### config.mk
export PLATFORM = sky130hd
export DESIGN_NAME = bat_swing_reader_flat
export DESIGN_NICKNAME = d
export VERILOG_FILES = /design/src/rtl/bat_swing_reader_pkg.sv /design/src/rtl/bat_swing_reader_if.sv /design/src/rtl/bat_swing_reader_btn_debouncer.sv /design/src/rtl/bat_swing_reader.sv /design/src/flat_wrapper.sv
export SDC_FILE = /design/constraint.sdc
export NUM_CORES = 1
export LEC_CHECK = 0
export ABC_AREA = 0
export CAP_MARGIN = 20
export CORE_MARGIN = 1.5
export CORE_UTILIZATION = 65
export DETAILED_ROUTE_END_ITERATION = 10
export DONT_BUFFER_PORTS = 1
export GPL_ROUTABILITY_DRIVEN = 1
export PLACE_DENSITY = 0.8
export SLEW_MARGIN = 20
export SYNTH_ARGS = -nofsm -noshare
export SYNTH_HDL_FRONTEND = slang
export SYNTH_SLANG_ARGS = --single-unit
export TNS_END_PERCENT = 10
### constraint.sdc
create_clock -name clk_fpga -period 11.1 [get_ports clk_fpga]
set_input_delay 1.665 -clock clk_fpga [delete_from_list [all_inputs] [get_ports clk_fpga]]
set_output_delay 1.665 -clock clk_fpga [all_outputs]
set_load 0.1 [all_outputs]
### src/rtl/bat_swing_reader_pkg.sv
// ------------------------------------------------------------------------
// bat_swing_reader_pkg: FSM states, run values and LED decode helpers (rev 1.0)
// ------------------------------------------------------------------------
`default_nettype none

package bat_swing_reader_pkg;

  typedef enum logic [1:0] {
    ST_IDLE     = 2'd0,
    ST_JUDGE    = 2'd1,
    ST_COOLDOWN = 2'd2
  } state_t;

  localparam logic [2:0] RUNS_SIX  = 3'd6;
  localparam logic [2:0] RUNS_FOUR = 3'd4;
  localparam logic [2:0] RUNS_TWO  = 3'd2;
  localparam logic [2:0] RUNS_ONE  = 3'd1;
  localparam logic [2:0] RUNS_DOT  = 3'd0;
  localparam logic [7:0] LED_BLANK = 8'hff;

  typedef struct packed {
    logic       pos_ok;
    logic [2:0] pos;
  } led_decode_t;

  // A valid frame has exactly one dark-driven (0) bit; anything else is a dot ball.
  function automatic led_decode_t decode_led(input logic [7:0] pattern);
    led_decode_t d;
    int          zeros;
    d     = '0;
    zeros = 0;
    for (int i = 0; i < 8; i++) begin
      if (!pattern[i]) begin
        zeros = zeros + 1;
        d.pos = 3'(i);
      end
    end
    d.pos_ok = (zeros == 1) && (pattern != LED_BLANK);
    if (!d.pos_ok) d.pos = 3'd0;
    return d;
  endfunction

  function automatic logic [2:0] runs_for(input logic [2:0] pos);
    case (pos)
      3'd7:    runs_for = RUNS_SIX;
      3'd6:    runs_for = RUNS_FOUR;
      3'd5:    runs_for = RUNS_TWO;
      3'd4:    runs_for = RUNS_ONE;
      default: runs_for = RUNS_DOT;
    endcase
  endfunction

endpackage

`default_nettype wire

### src/rtl/bat_swing_reader_if.sv
// ------------------------------------------------------------------------
// bat_swing_reader_if: button/LED inputs and judgement/scoreboard outputs (rev 1.0)
// ------------------------------------------------------------------------
`default_nettype none

interface bat_swing_reader_if;
  logic       btn_raw;
  logic [7:0] led;
  logic       swing_valid;
  logic [2:0] hit_pos;
  logic [2:0] runs;
  logic       wicket;
  logic [7:0] score;
  logic [3:0] wickets;
  logic       game_over;

  modport master (
    output btn_raw, led,
    input  swing_valid, hit_pos, runs, wicket, score, wickets, game_over
  );

  modport slave (
    input  btn_raw, led,
    output swing_valid, hit_pos, runs, wicket, score, wickets, game_over
  );
endinterface

`default_nettype wire

### src/rtl/bat_swing_reader_btn_debouncer.sv
// ------------------------------------------------------------------------
// btn_debouncer: 2-FF sync, stability counter and rising-edge press pulse (rev 1.0)
// ------------------------------------------------------------------------
`default_nettype none

module btn_debouncer #(
  parameter int DEBOUNCE_CYCLES = 500_000
) (
  input  logic clk_fpga,
  input  logic rst_n,
  input  logic btn_raw,
  output logic press
);

  localparam int             CW       = (DEBOUNCE_CYCLES > 1) ? $clog2(DEBOUNCE_CYCLES) : 1;
  localparam logic [CW-1:0]  CNT_LAST = CW'(DEBOUNCE_CYCLES - 1);

  logic [1:0]    sync;
  logic          level;
  logic          level_q;
  logic [CW-1:0] cnt;

  always_ff @(posedge clk_fpga or negedge rst_n) begin
    if (!rst_n) begin
      sync    <= 2'b00;
      level   <= 1'b0;
      level_q <= 1'b0;
      cnt     <= '0;
    end else begin
      sync    <= {sync[0], btn_raw};
      level_q <= level;
      // Any return to the current level discards the partial count.
      if (sync[1] == level) begin
        cnt <= '0;
      end else if (cnt == CNT_LAST) begin
        level <= sync[1];
        cnt   <= '0;
      end else begin
        cnt <= cnt + 1'b1;
      end
    end
  end

  assign press = level & ~level_q;

endmodule

`default_nettype wire

### src/rtl/bat_swing_reader.sv
// ------------------------------------------------------------------------
// bat_swing_reader: judges debounced bat presses against the LED scroller (rev 1.0)
// ------------------------------------------------------------------------
`default_nettype none

module bat_swing_reader
  import bat_swing_reader_pkg::*;
#(
  parameter int DEBOUNCE_CYCLES = 500_000,
  parameter int COOLDOWN_CYCLES = 25_000_000,
  parameter int MAX_WICKETS     = 10
) (
  input  logic               clk_fpga,
  input  logic               rst_n,
  bat_swing_reader_if.slave  bus
);

  localparam int            CDW     = (COOLDOWN_CYCLES > 1) ? $clog2(COOLDOWN_CYCLES) : 1;
  localparam logic [CDW-1:0] CD_LAST = CDW'(COOLDOWN_CYCLES - 1);
  localparam logic [3:0]    WKT_MAX = 4'(MAX_WICKETS);

  logic           press;
  logic [7:0]     led_meta;
  logic [7:0]     led_sync;
  state_t         state;
  logic [CDW-1:0] cd_cnt;
  logic           swing_valid_q;
  logic [2:0]     hit_pos_q;
  logic [2:0]     runs_q;
  logic           wicket_q;
  logic [7:0]     score_q;
  logic [3:0]     wickets_q;
  logic           game_over_q;

  led_decode_t    dec;
  logic [2:0]     judged_runs;
  logic           judged_wkt;
  logic [8:0]     score_sum;

  btn_debouncer #(.DEBOUNCE_CYCLES(DEBOUNCE_CYCLES)) u_btn (
    .clk_fpga (clk_fpga),
    .rst_n    (rst_n),
    .btn_raw  (bus.btn_raw),
    .press    (press)
  );

  always_ff @(posedge clk_fpga or negedge rst_n) begin
    if (!rst_n) begin
      led_meta <= 8'h00;
      led_sync <= 8'h00;
    end else begin
      led_meta <= bus.led;
      led_sync <= led_meta;
    end
  end

  assign dec         = decode_led(led_sync);
  assign judged_runs = dec.pos_ok ? runs_for(dec.pos) : RUNS_DOT;
  assign judged_wkt  = dec.pos_ok & ~dec.pos[2];
  assign score_sum   = {1'b0, score_q} + {6'd0, judged_runs};

  always_ff @(posedge clk_fpga or negedge rst_n) begin
    if (!rst_n) begin
      state         <= ST_IDLE;
      cd_cnt        <= '0;
      swing_valid_q <= 1'b0;
      hit_pos_q     <= 3'd0;
      runs_q        <= 3'd0;
      wicket_q      <= 1'b0;
      score_q       <= 8'd0;
      wickets_q     <= 4'd0;
      game_over_q   <= 1'b0;
    end else begin
      swing_valid_q <= 1'b0;
      game_over_q   <= game_over_q | (wickets_q == WKT_MAX);
      case (state)
        ST_IDLE: begin
          if (press && !game_over_q) begin
            state         <= ST_JUDGE;
            swing_valid_q <= 1'b1;
            hit_pos_q     <= dec.pos;
            runs_q        <= judged_runs;
            wicket_q      <= judged_wkt;
            score_q       <= score_sum[8] ? 8'hff : score_sum[7:0];
            if (judged_wkt && (wickets_q < WKT_MAX)) wickets_q <= wickets_q + 4'd1;
          end
        end
        ST_JUDGE: begin
          state  <= ST_COOLDOWN;
          cd_cnt <= '0;
        end
        ST_COOLDOWN: begin
          if (cd_cnt == CD_LAST) state <= ST_IDLE;
          else                   cd_cnt <= cd_cnt + 1'b1;
        end
        default: state <= ST_IDLE;
      endcase
    end
  end

  assign bus.swing_valid = swing_valid_q;
  assign bus.hit_pos     = hit_pos_q;
  assign bus.runs        = runs_q;
  assign bus.wicket      = wicket_q;
  assign bus.score       = score_q;
  assign bus.wickets     = wickets_q;
  assign bus.game_over   = game_over_q;

endmodule

`default_nettype wire
### src/flat_wrapper.sv
// flat-port wrapper written by rule: the top's interface ports become plain ports
module bat_swing_reader_flat import bat_swing_reader_pkg::*;
#(
  parameter int DEBOUNCE_CYCLES = 500_000,
  parameter int COOLDOWN_CYCLES = 25_000_000,
  parameter int MAX_WICKETS     = 10
)
  (clk_fpga, rst_n, bus_btn_raw, bus_led, bus_swing_valid, bus_hit_pos, bus_runs, bus_wicket, bus_score, bus_wickets, bus_game_over);
  bat_swing_reader_if bus_i ();
  input  logic clk_fpga;
  input  logic rst_n;
  input wire logic [$bits(bus_i.btn_raw)-1:0] bus_btn_raw;
  input wire logic [$bits(bus_i.led)-1:0] bus_led;
  output wire logic [$bits(bus_i.swing_valid)-1:0] bus_swing_valid;
  output wire logic [$bits(bus_i.hit_pos)-1:0] bus_hit_pos;
  output wire logic [$bits(bus_i.runs)-1:0] bus_runs;
  output wire logic [$bits(bus_i.wicket)-1:0] bus_wicket;
  output wire logic [$bits(bus_i.score)-1:0] bus_score;
  output wire logic [$bits(bus_i.wickets)-1:0] bus_wickets;
  output wire logic [$bits(bus_i.game_over)-1:0] bus_game_over;
  assign bus_i.btn_raw = bus_btn_raw;
  assign bus_i.led = bus_led;
  assign bus_swing_valid = bus_i.swing_valid;
  assign bus_hit_pos = bus_i.hit_pos;
  assign bus_runs = bus_i.runs;
  assign bus_wicket = bus_i.wicket;
  assign bus_score = bus_i.score;
  assign bus_wickets = bus_i.wickets;
  assign bus_game_over = bus_i.game_over;
  bat_swing_reader #(.DEBOUNCE_CYCLES(DEBOUNCE_CYCLES), .COOLDOWN_CYCLES(COOLDOWN_CYCLES), .MAX_WICKETS(MAX_WICKETS)) u_core (.clk_fpga(clk_fpga), .rst_n(rst_n), .bus(bus_i));
endmodule
### After elaboration in Yosys (flattened, before gate mapping)

Cells that the tools add are included.

* output and inout bits: 21
* input bits: 11
* register bits after elaboration: 87

* $lt $le $gt $ge: 1
* muxes and demuxes: 28
* reduce and logical (&&, ||, !) cells: 11
* eq/ne operators: 15
* bitwise operators: 6
* add/sub/neg operators: 11

Operator list (number)
* 32-bit 2-to-1 mux: 7
* 32-bit by 2-bit adder with 32-bit output (second input constant): 6
* 25-bit case mux with 2 select lines: 1
* 19-bit 2-to-1 mux: 2
* 32-bit by 2-bit equality test with 1-bit output (second input constant): 1
* 25-bit by 1-bit adder with 25-bit output (second input constant): 1
* 25-bit equality test (second input constant): 1
* 25-bit 2-to-1 mux: 1
* 19-bit by 1-bit adder with 19-bit output (second input constant): 1
* 19-bit equality test (second input constant): 1
* 3-bit 2-to-1 mux: 6
* 3-bit equality test (second input constant): 4
* 3-bit case mux with 4 select lines: 1
* 8-bit by 3-bit adder with 9-bit output: 1
* 2-bit 2-to-1 mux: 4
* 8-bit 2-to-1 mux: 1
* 8-bit != test (second input constant): 1
* 2-bit AND reduction: 4
* 2-bit case mux with 3 select lines: 1
* 4-bit by 1-bit adder with 4-bit output (second input constant): 1
* 4-bit equality test (second input constant): 1
* 4-bit less-than comparator (second input constant): 1
* 1-bit 2-to-1 mux: 4
* 2-bit by 1-bit != test with 1-bit output (second input constant): 2
* 13 further kinds: 18

### Depth between registers and ports, before layout

Gate-level depths: netlist (run 1).

* depth in word-level cells: 23
* depth in mapped cells: 32
* gate-level depth less buffers: 30

### Cells and area by module

From an unflattened synthesis (run 1), not the netlist that was laid out.

* cell total of the unflattened synthesis: 458
* area total of the unflattened synthesis: 4546.9 µm²

Modules (own cells, without submodules)
* bat_swing_reader: sequential area each 1601.5 µm², instances 1, area each 3435.8 µm², cells each 351
* btn_debouncer: sequential area each 575.6 µm², instances 1, area each 1111.1 µm², cells each 107

### Least setup slack after synthesis (run 1)

OpenSTA, ideal clock, no wires.

* path kind: reg2reg
* start point: register u_core.led_sync[0]
* end point: register u_core.score_q[2] (netlist: u_core.bus.score[2])
* setup slack: 5.444 ns
* cell stages (with the launch flop): 30
* clock period less this slack: 5.656 ns
* arrival time: 5.540 ns
* library setup time: 0.116 ns
* data required time: 10.984 ns
* buffers on the path: 2
* cells stage by stage: dfrtp_1 -> ha_1 -> or2_2 -> nand2_1 -> ha_1 -> nor2_1 -> a31oi_1 -> ha_1 -> inv_1 -> o21bai_1 -> ha_1 -> o22ai_1 -> inv_1 -> ha_1 -> nand2_1 -> o21ai_0 -> ha_1 -> o311ai_0 -> and4_1 -> clkbuf_1 -> nand2_1 -> nor3_1 -> ha_1 -> inv_1 -> fa_1 -> nor2b_1 -> o211ai_1 -> or2_2 -> clkbuf_1 -> o311ai_0

* word-level cells in the longest chain between the ends: 23
* elaborated cells between the ends (all ways): 27

Ends and longest elaborated chain
* from (decl): RTL line bat_swing_reader.sv:24 `logic [7:0] led_sync;`
* from (signal assigned): RTL line bat_swing_reader.sv:53 `led_sync <= led_meta;`
* 1-bit 2-to-1 mux: RTL line bat_swing_reader_pkg.sv:33 `if (!pattern[i]) begin`
* 1-bit by 1-bit adder with 2-bit output: RTL line bat_swing_reader_pkg.sv:34 `zeros = zeros + 1;`
* 32-bit 2-to-1 mux: RTL line bat_swing_reader_pkg.sv:33
* 32-bit by 2-bit adder with 32-bit output: RTL line bat_swing_reader_pkg.sv:34
* 32-bit 2-to-1 mux: RTL line bat_swing_reader_pkg.sv:33
* 32-bit by 2-bit adder with 32-bit output: RTL line bat_swing_reader_pkg.sv:34
* 32-bit 2-to-1 mux: RTL line bat_swing_reader_pkg.sv:33
* 32-bit by 2-bit adder with 32-bit output: RTL line bat_swing_reader_pkg.sv:34
* [... 8 more ...]
* 1-bit logical AND *: RTL line bat_swing_reader_pkg.sv:38 `d.pos_ok = (zeros == 1) && (pattern != LED_BLANK);`
* 3-bit 2-to-1 mux: RTL line bat_swing_reader_pkg.sv:39 `if (!d.pos_ok) d.pos = 3'd0;`
* 3-bit equality test: RTL line bat_swing_reader_pkg.sv:44 `case (pos)`
* 3-bit case mux with 4 select lines: RTL line bat_swing_reader_pkg.sv:44
* 3-bit 2-to-1 mux *: RTL line bat_swing_reader.sv:58 `assign judged_runs = dec.pos_ok ? runs_for(dec.pos) : RUNS_DOT;`
* via u_core.judged_runs[0]: RTL line bat_swing_reader.sv:36 `logic [2:0] judged_runs;`
* 8-bit by 3-bit adder with 9-bit output *: RTL line bat_swing_reader.sv:60 `assign score_sum = {1'b0, score_q} + {6'd0, judged_runs};`
* 8-bit 2-to-1 mux *: RTL line bat_swing_reader.sv:84 `score_q <= score_sum[8] ? 8'hff : score_sum[7:0];`
* to (signal assigned): RTL line bat_swing_reader.sv:84
* to (decl): RTL line bat_swing_reader.sv:31 `logic [7:0] score_q;`

Mark *: on every way through the listed nets, which the timed path passes. The rest lies on a longest branch.
A chain may end at the register's enable or synchronous reset.

### Worst setup path in the final report (run 1)

* start point: register u_core.led_sync[1]
* end point: register u_core.score_q[2] (netlist: u_core.bus.score[2])

* word-level cells in the longest chain between the ends: 21
* elaborated cells between the ends (all ways): 32

Ends and longest elaborated chain (RTL line)
* 32-bit 2-to-1 mux: bat_swing_reader_pkg.sv:33
* 32-bit by 2-bit adder with 32-bit output: bat_swing_reader_pkg.sv:34
* 32-bit 2-to-1 mux: bat_swing_reader_pkg.sv:33
* 32-bit by 2-bit adder with 32-bit output: bat_swing_reader_pkg.sv:34
* 32-bit 2-to-1 mux: bat_swing_reader_pkg.sv:33
* 32-bit by 2-bit adder with 32-bit output: bat_swing_reader_pkg.sv:34
* 32-bit 2-to-1 mux: bat_swing_reader_pkg.sv:33
* 32-bit by 2-bit adder with 32-bit output: bat_swing_reader_pkg.sv:34
* [... 6 more ...]
* 1-bit logical AND: bat_swing_reader_pkg.sv:38
* 3-bit 2-to-1 mux: bat_swing_reader_pkg.sv:39
* 3-bit equality test: bat_swing_reader_pkg.sv:44
* 3-bit case mux with 4 select lines: bat_swing_reader_pkg.sv:44
* 3-bit 2-to-1 mux *: bat_swing_reader.sv:58
* via u_core.judged_runs[0]: bat_swing_reader.sv:36
* 8-bit by 3-bit adder with 9-bit output *: bat_swing_reader.sv:60
* 8-bit 2-to-1 mux *: bat_swing_reader.sv:84

Marks and branches as above.

==> results of run 1 <==
## path summary, 6_finish.rpt
kind | from | end | slack, ns | cells past startpoint
worst max-delay path | u_core.led_sync[1] | u_core.bus.score[2] | 4.87 | 27
worst min-delay path | u_core.led_meta[6] | u_core.led_sync[6] | 0.35 | 0
worst max register to register | u_core.led_sync[1] | u_core.bus.score[2] | 4.87 | 27
worst min register to register | u_core.led_meta[6] | u_core.led_sync[6] | 0.35 | 0
max in group asynchronous | rst_n | u_core.bus.hit_pos[2] | 9.97 | 0
min in group asynchronous | rst_n | u_core.cd_cnt[9] | 0.99 | 0
## area by class of cell
| class | count | area, um^2 |
|---|---|---|
| clock buffer | 10 | 128 |
| clock inverter | 6 | 70.1 |
| fill | 486 | 1990 |
| inverter | 21 | 78.8 |
| multi-input combinational | 330 | 2170 |
| sequential | 87 | 2180 |
| tap | 80 | 100 |
| timing repair buffer | 1 | 7.51 |
## power by group
part           total, mW  internal [mW]  switching [mW]
Clock              0.220          0.105           0.115
Sequential         0.326          0.321         0.00483
Combinational     0.0878         0.0372          0.0506
Total              0.633          0.463           0.170
## stage by stage
stage | util | setup WS (ns)
detailed placement | 0.674 | 4.90
floorplan | - | 5.44
CTS | 0.704 | 4.92
global placement | 0.674 | 5.33
finish | 0.704 | 4.87
global route | 0.704 | 4.37
## cells in the final DEF, fill, tap and decap left out, drive strengths merged, types with 10 or more instances in the layout
cell / n
clkbuf: 10
ha: 14
and3: 14
xnor2: 16
nand4: 18
nand2: 50
inv: 22
xor2: 21
nor2: 45
o21ai: 27
nand3: 22
dfrtp: 87
## routing by layer
metal / wire, um / vias to the layer above / share of wire
met3: 315 / 20 / 0.038
met4: 189 / 0 / 0.023
li1: - / 1589 / -
met2: 3970 / 54 / 0.48
met5: 0 / - / 0
met1: 3860 / 1602 / 0.46
## registers in the layout, indices dropped and copies added, names as in the netlist, 2 cells and up
signal and flops:
u_core.cd_cnt 25, u_core.u_btn.sync 2, u_core.bus.runs 3, u_core.bus.wickets 4, u_core.state 2, u_core.u_btn.cnt 19
u_core.bus.hit_pos 3, u_core.led_meta 8, u_core.bus.score 8, u_core.led_sync 8
## critical path: cells and delay by family, from the launching register on
family	cells	cell delay, ns
AOI/OAI and AO/OA	7	1.01
buffers and inverters	3	0.22
adders and majority gates	8	2.28
DFF	1	0.40
and+or+nand+nor	9	2.24
## cells by family (layout without fill, tap and decap cells)
| logic type | after synthesis | count (layout) | share of synthesized area |
|---|---|---|---|
| AO/OA/AOI/OAI | 71 | 71 | 0.112 |
| XOR/XNOR | 40 | 40 | 0.0875 |
| adder cells (fa/ha/maj) | 15 | 15 | 0.0435 |
| buffers and inverters | 36 | 38 | 0.0323 |
| flip-flops | 87 | 87 | 0.485 |
| multiplexers | 11 | 11 | 0.0256 |
| AND/OR/NAND/NOR | 193 | 193 | 0.214 |
==> impl_metrics.prom, run 1 <==
# TYPE chip_impl_metric gauge
chip_impl_info{name="area_contributors_post_synth",value="sky130_fd_sc_hd__dfrtp_1, sky130_fd_sc_hd__nand2_1, sky130_fd_sc_hd__xor2_1, sky130_fd_sc_hd__ha_1, sky130_fd_sc_hd__nor2_1"} 1
chip_impl_metric{name="worst_ir_drop_vdd",unit="mV"} 0.0806
chip_impl_metric{name="report.power.total",unit="mW"} 0.633
chip_impl_metric{name="routed-via-count",unit=""} 3265
chip_impl_metric{name="netlist_instances",unit=""} 453
chip_impl_metric{name="pin_count",unit=""} 32
chip_impl_metric{name="path_max_fanout",unit=""} 8
chip_impl_metric{name="synth_area_per_cell",unit="um^2"} 9.91
chip_impl_metric{name="track_usage",unit=""} 0.249
chip_impl_metric{name="finalNetCount",unit=""} 476
chip_impl_info{name="timing.setup.critical_path_class",value="reg -> reg"} 1
chip_impl_info{name="post-synth-top-count-cell",value="sky130_fd_sc_hd__dfrtp_1"} 1
chip_impl_metric{name="wirelength_routed",unit="um"} 8340
chip_impl_metric{name="cpPeakStageDelay",unit="ns"} 0.45
chip_impl_metric{name="gpl.final_weighted_congestion",unit=""} 0.844
chip_impl_metric{name="insertedDiodeCount",unit=""} 0
chip_impl_metric{name="hold_slack",unit="ns"} 0.351
chip_impl_metric{name="grt_pass1_wl",unit="um"} 14500
chip_impl_metric{name="cts_setup_buffers",unit=""} 0
chip_impl_metric{name="iteration_0_drc_markers",unit=""} 233
chip_impl_metric{name="worst_ep_arrival_time",unit="ns"} 6.48
chip_impl_metric{name="cts_hold_repair.buffers",unit=""} 0
chip_impl_metric{name="clock-sinks",unit=""} 87
chip_impl_metric{name="dr_drc_count",unit=""} 0
chip_impl_metric{name="antenna_found_initial",unit=""} 0
chip_impl_metric{name="post_cts_resize_count",unit=""} 0
chip_impl_metric{name="grtUsageMet2",unit=""} 0.409
chip_impl_metric{name="cts_made_buffers",unit=""} 9
chip_impl_info{name="synth_area_leader_cell",value="sky130_fd_sc_hd__dfrtp_1"} 1
chip_impl_metric{name="finalHoldViolCount",unit=""} 0
chip_impl_metric{name="synth_top_area_share",unit=""} 0.485
chip_impl_metric{name="ys_ff_latch",unit=""} 87
chip_impl_metric{name="grt_pass1_vias",unit=""} 3241
chip_impl_info{name="worst_path_most_repeated_cell",value="sky130_fd_sc_hd__ha_1"} 1
chip_impl_metric{name="finish.cell_count_without_fillers",unit=""} 535
chip_impl_metric{name="port_buffers",unit=""} 0
chip_impl_metric{name="period_needed",unit="ns"} 6.23
chip_impl_metric{name="area_growth_syn_to_layout",unit="%"} 5.44
chip_impl_info{name="hold_path_class",value="reg -> reg"} 1
chip_impl_metric{name="layout.cell_area.non_filler",unit="um^2"} 4730
chip_impl_metric{name="finalSetupTns",unit="ns"} 0
chip_impl_info{name="setup.worst_path.start_class",value="flop"} 1
chip_impl_info{name="synth.top_cells.by_count",value="sky130_fd_sc_hd__dfrtp_1, sky130_fd_sc_hd__nand2_1, sky130_fd_sc_hd__nor2_1"} 1
chip_impl_metric{name="met3_grt_util",unit=""} 0.0597
chip_impl_metric{name="syn_nets",unit=""} 479
chip_impl_info{name="crit_path_end_kind",value="flop"} 1
chip_impl_metric{name="final_setup_violations",unit=""} 0
chip_impl_metric{name="timing.critical_path.required",unit="ns"} 11.35
chip_impl_metric{name="grt_overflow",unit=""} 0
chip_impl_metric{name="clock_network_latency_to_the_later_pin_of_the_worst_skew_pair",unit="ns"} 0.36
chip_impl_metric{name="synth_cell_types",unit=""} 54
chip_impl_metric{name="timing.max_cap.violations",unit=""} 0
chip_impl_metric{name="global_route.usage.met1",unit=""} 0.323
chip_impl_metric{name="drtAntennaViolNets",unit=""} 0
chip_impl_metric{name="synth_async_reset_ratio",unit=""} 1.00
chip_impl_metric{name="power.density",unit="nW/um^2"} 134
chip_impl_metric{name="synth.yosys.seq_area_share",unit=""} 0.485
chip_impl_metric{name="maxSlewViolCount",unit=""} 0
chip_impl_metric{name="post-route-period-util",unit=""} 0.562
chip_impl_metric{name="post_detail_place_hpwl",unit="um"} 5700
chip_impl_metric{name="final.setup_skew",unit="ns"} 0.0149
chip_impl_info{name="cts_tree",value="yes"} 1
chip_impl_metric{name="post_synth_instance_area",unit="um^2"} 4490
chip_impl_metric{name="power_leakage",unit="nW"} 2.15
chip_impl_metric{name="fp.dieW",unit="um"} 86.1
chip_impl_info{name="rsz0062_at_grt",value="false"} 1
chip_impl_metric{name="place_inst",unit=""} 519
chip_impl_metric{name="ys_warn_count",unit=""} 0
chip_impl_metric{name="floorplan.initialDensity",unit=""} 0.668
chip_impl_metric{name="worst_pin_slew",unit="ns"} 1.06
chip_impl_metric{name="area_of_the_die",unit="um^2"} 7410
chip_impl_metric{name="floorplan.die.height",unit="um"} 86.1
chip_impl_info{name="critical_path.slowest_cell",value="sky130_fd_sc_hd__or2_2"} 1
chip_impl_metric{name="synth_edf_count",unit=""} 0
chip_impl_metric{name="max_freq",unit="MHz"} 160
chip_impl_metric{name="drive_above_1_share",unit=""} 0.0703
chip_impl_info{name="outcome",value="completed"} 1
chip_impl_metric{name="drt_first_pass_iters",unit=""} 4
chip_impl_metric{name="h-tree-depth",unit=""} 3
chip_impl_metric{name="cts.path.max_buffers",unit=""} 2
chip_impl_metric{name="avgRoutedWirePerCell",unit="um"} 15.6
chip_impl_metric{name="std_cell_rows",unit=""} 30
chip_impl_metric{name="avgViaCountPerCell",unit=""} 6.10
chip_impl_info{name="cts-root-buf",value="sky130_fd_sc_hd__clkbuf_8"} 1
chip_impl_info{name="most_congested_layer_reported_by_global_routing",value="met2"} 1
chip_impl_metric{name="timing.max_slew.rel_slack",unit=""} 0.296
chip_impl_info{name="synthFlopType",value="sky130_fd_sc_hd__dfrtp_1"} 1
chip_impl_metric{name="core_area",unit="um^2"} 6720
chip_impl_metric{name="grt_start_max_net_pins",unit=""} 88
chip_impl_metric{name="dpl-instance-area",unit="um^2"} 4530
chip_impl_metric{name="clk_pin_slew_worst_paths",unit="ns"} 0.09
No activity file was read; power rests on OpenSTA's default activity.
==> run 2, diff against run 1 <==
--- a/config.mk
+++ b/config.mk
@@ -8,11 +8,11 @@
 export ABC_AREA = 0
 export CAP_MARGIN = 20
 export CORE_MARGIN = 1.5
-export CORE_UTILIZATION = 65
+export CORE_UTILIZATION = 57
 export DETAILED_ROUTE_END_ITERATION = 10
 export DONT_BUFFER_PORTS = 1
 export GPL_ROUTABILITY_DRIVEN = 1
-export PLACE_DENSITY = 0.8
+export PLACE_DENSITY = 0.74
 export SLEW_MARGIN = 20
 export SYNTH_ARGS = -nofsm -noshare
 export SYNTH_HDL_FRONTEND = slang
==> constraint.sdc (replaced) <==
create_clock -name clk_fpga -period 5.36 [get_ports clk_fpga]
set_input_delay 0.804 -clock clk_fpga [delete_from_list [all_inputs] [get_ports clk_fpga]]
set_output_delay 0.804 -clock clk_fpga [all_outputs]
set_load 0.1 [all_outputs]
==> impl_metrics.prom, run 2 (synthesis results as in run 1) <==
# TYPE chip_impl_metric gauge
chip_impl_info{name="outcome",value="finished with violations"} 1
chip_impl_info{name="violations",value="setup timing"} 1
chip_impl_metric{name="grt_overflow",unit=""} 0
chip_impl_metric{name="timing.max_cap.violations",unit=""} 0
chip_impl_info{name="layout_common_cells",value="sky130_fd_sc_hd__dfrtp_1, sky130_fd_sc_hd__nand2_1, sky130_fd_sc_hd__nor2_1"} 1
chip_impl_metric{name="post_route_m1_wl",unit="um"} 4050
chip_impl_info{name="crit_path_end_kind",value="flop"} 1
chip_impl_info{name="maxUsedRoutingLayer",value="met4"} 1
chip_impl_metric{name="area_of_the_die",unit="um^2"} 8420
chip_impl_metric{name="wirelength_routed",unit="um"} 8920
chip_impl_metric{name="port_buffers",unit=""} 0
chip_impl_info{name="rsz0062_at_grt",value="true"} 1
chip_impl_metric{name="floorplan.die.height",unit="um"} 91.7
chip_impl_info{name="cts_tree",value="yes"} 1
chip_impl_metric{name="gpl.final_weighted_congestion",unit=""} 0.833
chip_impl_metric{name="max_freq",unit="MHz"} 186
chip_impl_metric{name="met2RoutedLength",unit="um"} 4250
chip_impl_metric{name="dr_drc_count",unit=""} 0
chip_impl_metric{name="routed-via-count",unit=""} 3372
chip_impl_metric{name="clock-sinks",unit=""} 87
chip_impl_metric{name="regArea",unit="um^2"} 2180
chip_impl_metric{name="post_detail_place_hpwl",unit="um"} 5860
chip_impl_metric{name="cts_made_buffers",unit=""} 9
chip_impl_info{name="timing.setup.critical_path_class",value="reg -> reg"} 1
chip_impl_info{name="cts-root-buf",value="sky130_fd_sc_hd__clkbuf_8"} 1
chip_impl_metric{name="finalNetCount",unit=""} 493
chip_impl_metric{name="pin_count",unit=""} 32
chip_impl_info{name="setup.worst_path.start_class",value="flop"} 1
chip_impl_metric{name="clk_pin_slew_worst_paths",unit="ns"} 0.09
chip_impl_metric{name="track_usage",unit=""} 0.222
chip_impl_metric{name="drtAntennaViolNets",unit=""} 0
chip_impl_metric{name="iteration_0_drc_markers",unit=""} 182
chip_impl_metric{name="std_cell_rows",unit=""} 32
chip_impl_metric{name="floorplan.initialDensity",unit=""} 0.584
chip_impl_metric{name="drt_first_pass_iters",unit=""} 4
chip_impl_metric{name="final_setup_violations",unit=""} 1
chip_impl_metric{name="largest_register_ffs",unit=""} 25
chip_impl_metric{name="final_util",unit=""} 0.658
chip_impl_metric{name="worst_pin_slew",unit="ns"} 1.07
chip_impl_info{name="largest_registers",value="u_core.cd_cnt x25, u_core.u_btn.cnt x19"} 1
chip_impl_metric{name="timing.critical_path.required",unit="ns"} 5.61
chip_impl_metric{name="maxSlewViolCount",unit=""} 0
chip_impl_metric{name="grt_start_max_net_pins",unit=""} 88
chip_impl_metric{name="insertedDiodeCount",unit=""} 0
chip_impl_metric{name="avgViaCountPerCell",unit=""} 5.88
chip_impl_metric{name="finalHoldViolCount",unit=""} 0
chip_impl_metric{name="met3RoutedLength",unit="um"} 416
chip_impl_metric{name="worst_ep_arrival_time",unit="ns"} 5.62
chip_impl_metric{name="power.density",unit="nW/um^2"} 296
chip_impl_metric{name="cts.path.max_buffers",unit=""} 2
chip_impl_info{name="layout.cells.most_common",value="sky130_fd_sc_hd__dfrtp_1"} 1
chip_impl_metric{name="core_area",unit="um^2"} 7690
chip_impl_metric{name="avgRoutedWirePerCell",unit="um"} 15.6
chip_impl_metric{name="worst_ir_drop_vdd",unit="mV"} 0.259
chip_impl_metric{name="post-route-period-util",unit=""} 1.00
chip_impl_metric{name="cpPeakStageDelay",unit="ns"} 0.41
chip_impl_metric{name="drive_above_1_share",unit=""} 0.157
chip_impl_metric{name="power_leakage",unit="nW"} 2.28
chip_impl_metric{name="path_max_fanout",unit=""} 3
chip_impl_metric{name="timing.max_slew.rel_slack",unit=""} 0.289
chip_impl_metric{name="fin_ws",unit="ns"} -0.00743
chip_impl_metric{name="area_growth_syn_to_layout",unit="%"} 12.7
chip_impl_metric{name="clock_network_latency_to_the_later_pin_of_the_worst_skew_pair",unit="ns"} 0.36
chip_impl_metric{name="grt_pass1_wl",unit="um"} 14900
chip_impl_metric{name="final.setup_skew",unit="ns"} 0.00982
chip_impl_metric{name="period_needed",unit="ns"} 5.37
chip_impl_metric{name="report.power.total",unit="mW"} 1.50
chip_impl_metric{name="area_of_the_multi_input_gates",unit="um^2"} 2300
chip_impl_info{name="max_flop_register",value="u_core.cd_cnt"} 1
chip_impl_info{name="critical_path.slowest_cell",value="sky130_fd_sc_hd__dfrtp_1"} 1
chip_impl_metric{name="fillerInstances",unit=""} 588
chip_impl_metric{name="h-tree-depth",unit=""} 3
chip_impl_info{name="hold_path_class",value="in -> async"} 1
chip_impl_metric{name="fp.dieW",unit="um"} 91.7
chip_impl_metric{name="antenna_found_initial",unit=""} 0
chip_impl_metric{name="grt_pass1_vias",unit=""} 3221
[run 2: cell types whose count changed in the layout (fill, tap and decap cells not counted), sizes merged]
cell,before,now
buf,1,18
bufinv,1,3
clkbuf,10,9
clkinv,1,2
clkinvlp,3,0
[run 2: report_power, final]
part           switching [mW]  leakage, nW  total (mW)  internal (mW)
clock                   0.234        0.119       0.541          0.307
combinational           0.138        0.989       0.282          0.144
sequential             0.0103         1.17       0.675          0.664
total                   0.382         2.28        1.50           1.12
[run 2: through the flow]
| step | setup WS, ns | hold slack [ns] | instances | instance area [um^2] | TNS (ns) |
|---|---|---|---|---|---|
| 2_1_floorplan | 0.0682 | 0.331 | 453 | 4520 | 0 |
| 3_3_place_gp | 0.0445 | 0.331 | 548 | 4630 | 0 |
| 3_5_place_dp | -0.211 | 0.336 | 548 | 4630 | -0.908 |
| 4_1_cts | -0.00720 | 0.115 | 567 | 4920 | -0.00720 |
| 5_1_grt | -0.258 | 0.115 | 573 | 5060 | -1.13 |
| 6_report | -0.00743 | 0.133 | 573 | 5060 | -0.00743 |
[run 2: repair_timing]
action | CTS | global route
pin swaps | 8 | 16
hold buffers | 0 | 0
buffers inserted | 4 | 6
resized for setup | 8 | 23
endpoints found under the setup margin | 8 | 8
[run 2: worst paths after layout]
kind                       slack [ns]  cells after the start                from                    end
min in group clk_fpga            0.35                      0  u_core.led_meta[5]     u_core.led_sync[5]
hold / removal                   0.13                      0               rst_n    u_core.u_btn.cnt[8]
max in group asynchronous        5.12                      0               rst_n  u_core.bus.wickets[0]
hold reg to reg                  0.35                      0  u_core.led_meta[5]     u_core.led_sync[5]
setup / recovery               -0.007                     29  u_core.led_sync[1]    u_core.bus.score[6]
setup reg to reg               -0.007                     29  u_core.led_sync[1]    u_core.bus.score[6]
[run 2: worst max-delay path: cells and delay by family (launching register included)]
kind | cells | cell delay [ns]
mux | 1 | 0.31
simple gates | 10 | 1.38
xor+xnor | 2 | 0.35
fa+ha+maj | 8 | 2.08
compound gates | 5 | 0.54
buf+inv | 3 | 0.18
flops | 1 | 0.41
[run 2: final cells by class]
| cell class | count | share of cell area |
|---|---|---|
| clock buffers | 9 | 0.0245 |
| clock inverters | 6 | 0.0215 |
| inverters | 21 | 0.0156 |
| multi-input cells | 330 | 0.455 |
| flip-flops and latches | 87 | 0.431 |
| well taps | 102 | 0.0252 |
| repair buffers | 18 | 0.0275 |
[run 2: routing by layer]
metal / vias up / global-route usage
met5: - / 0
met4: 0 / 0.0885
met3: 21 / 0.0556
met2: 74 / 0.351
met1: 1660 / 0.294
li1: 1617 / -
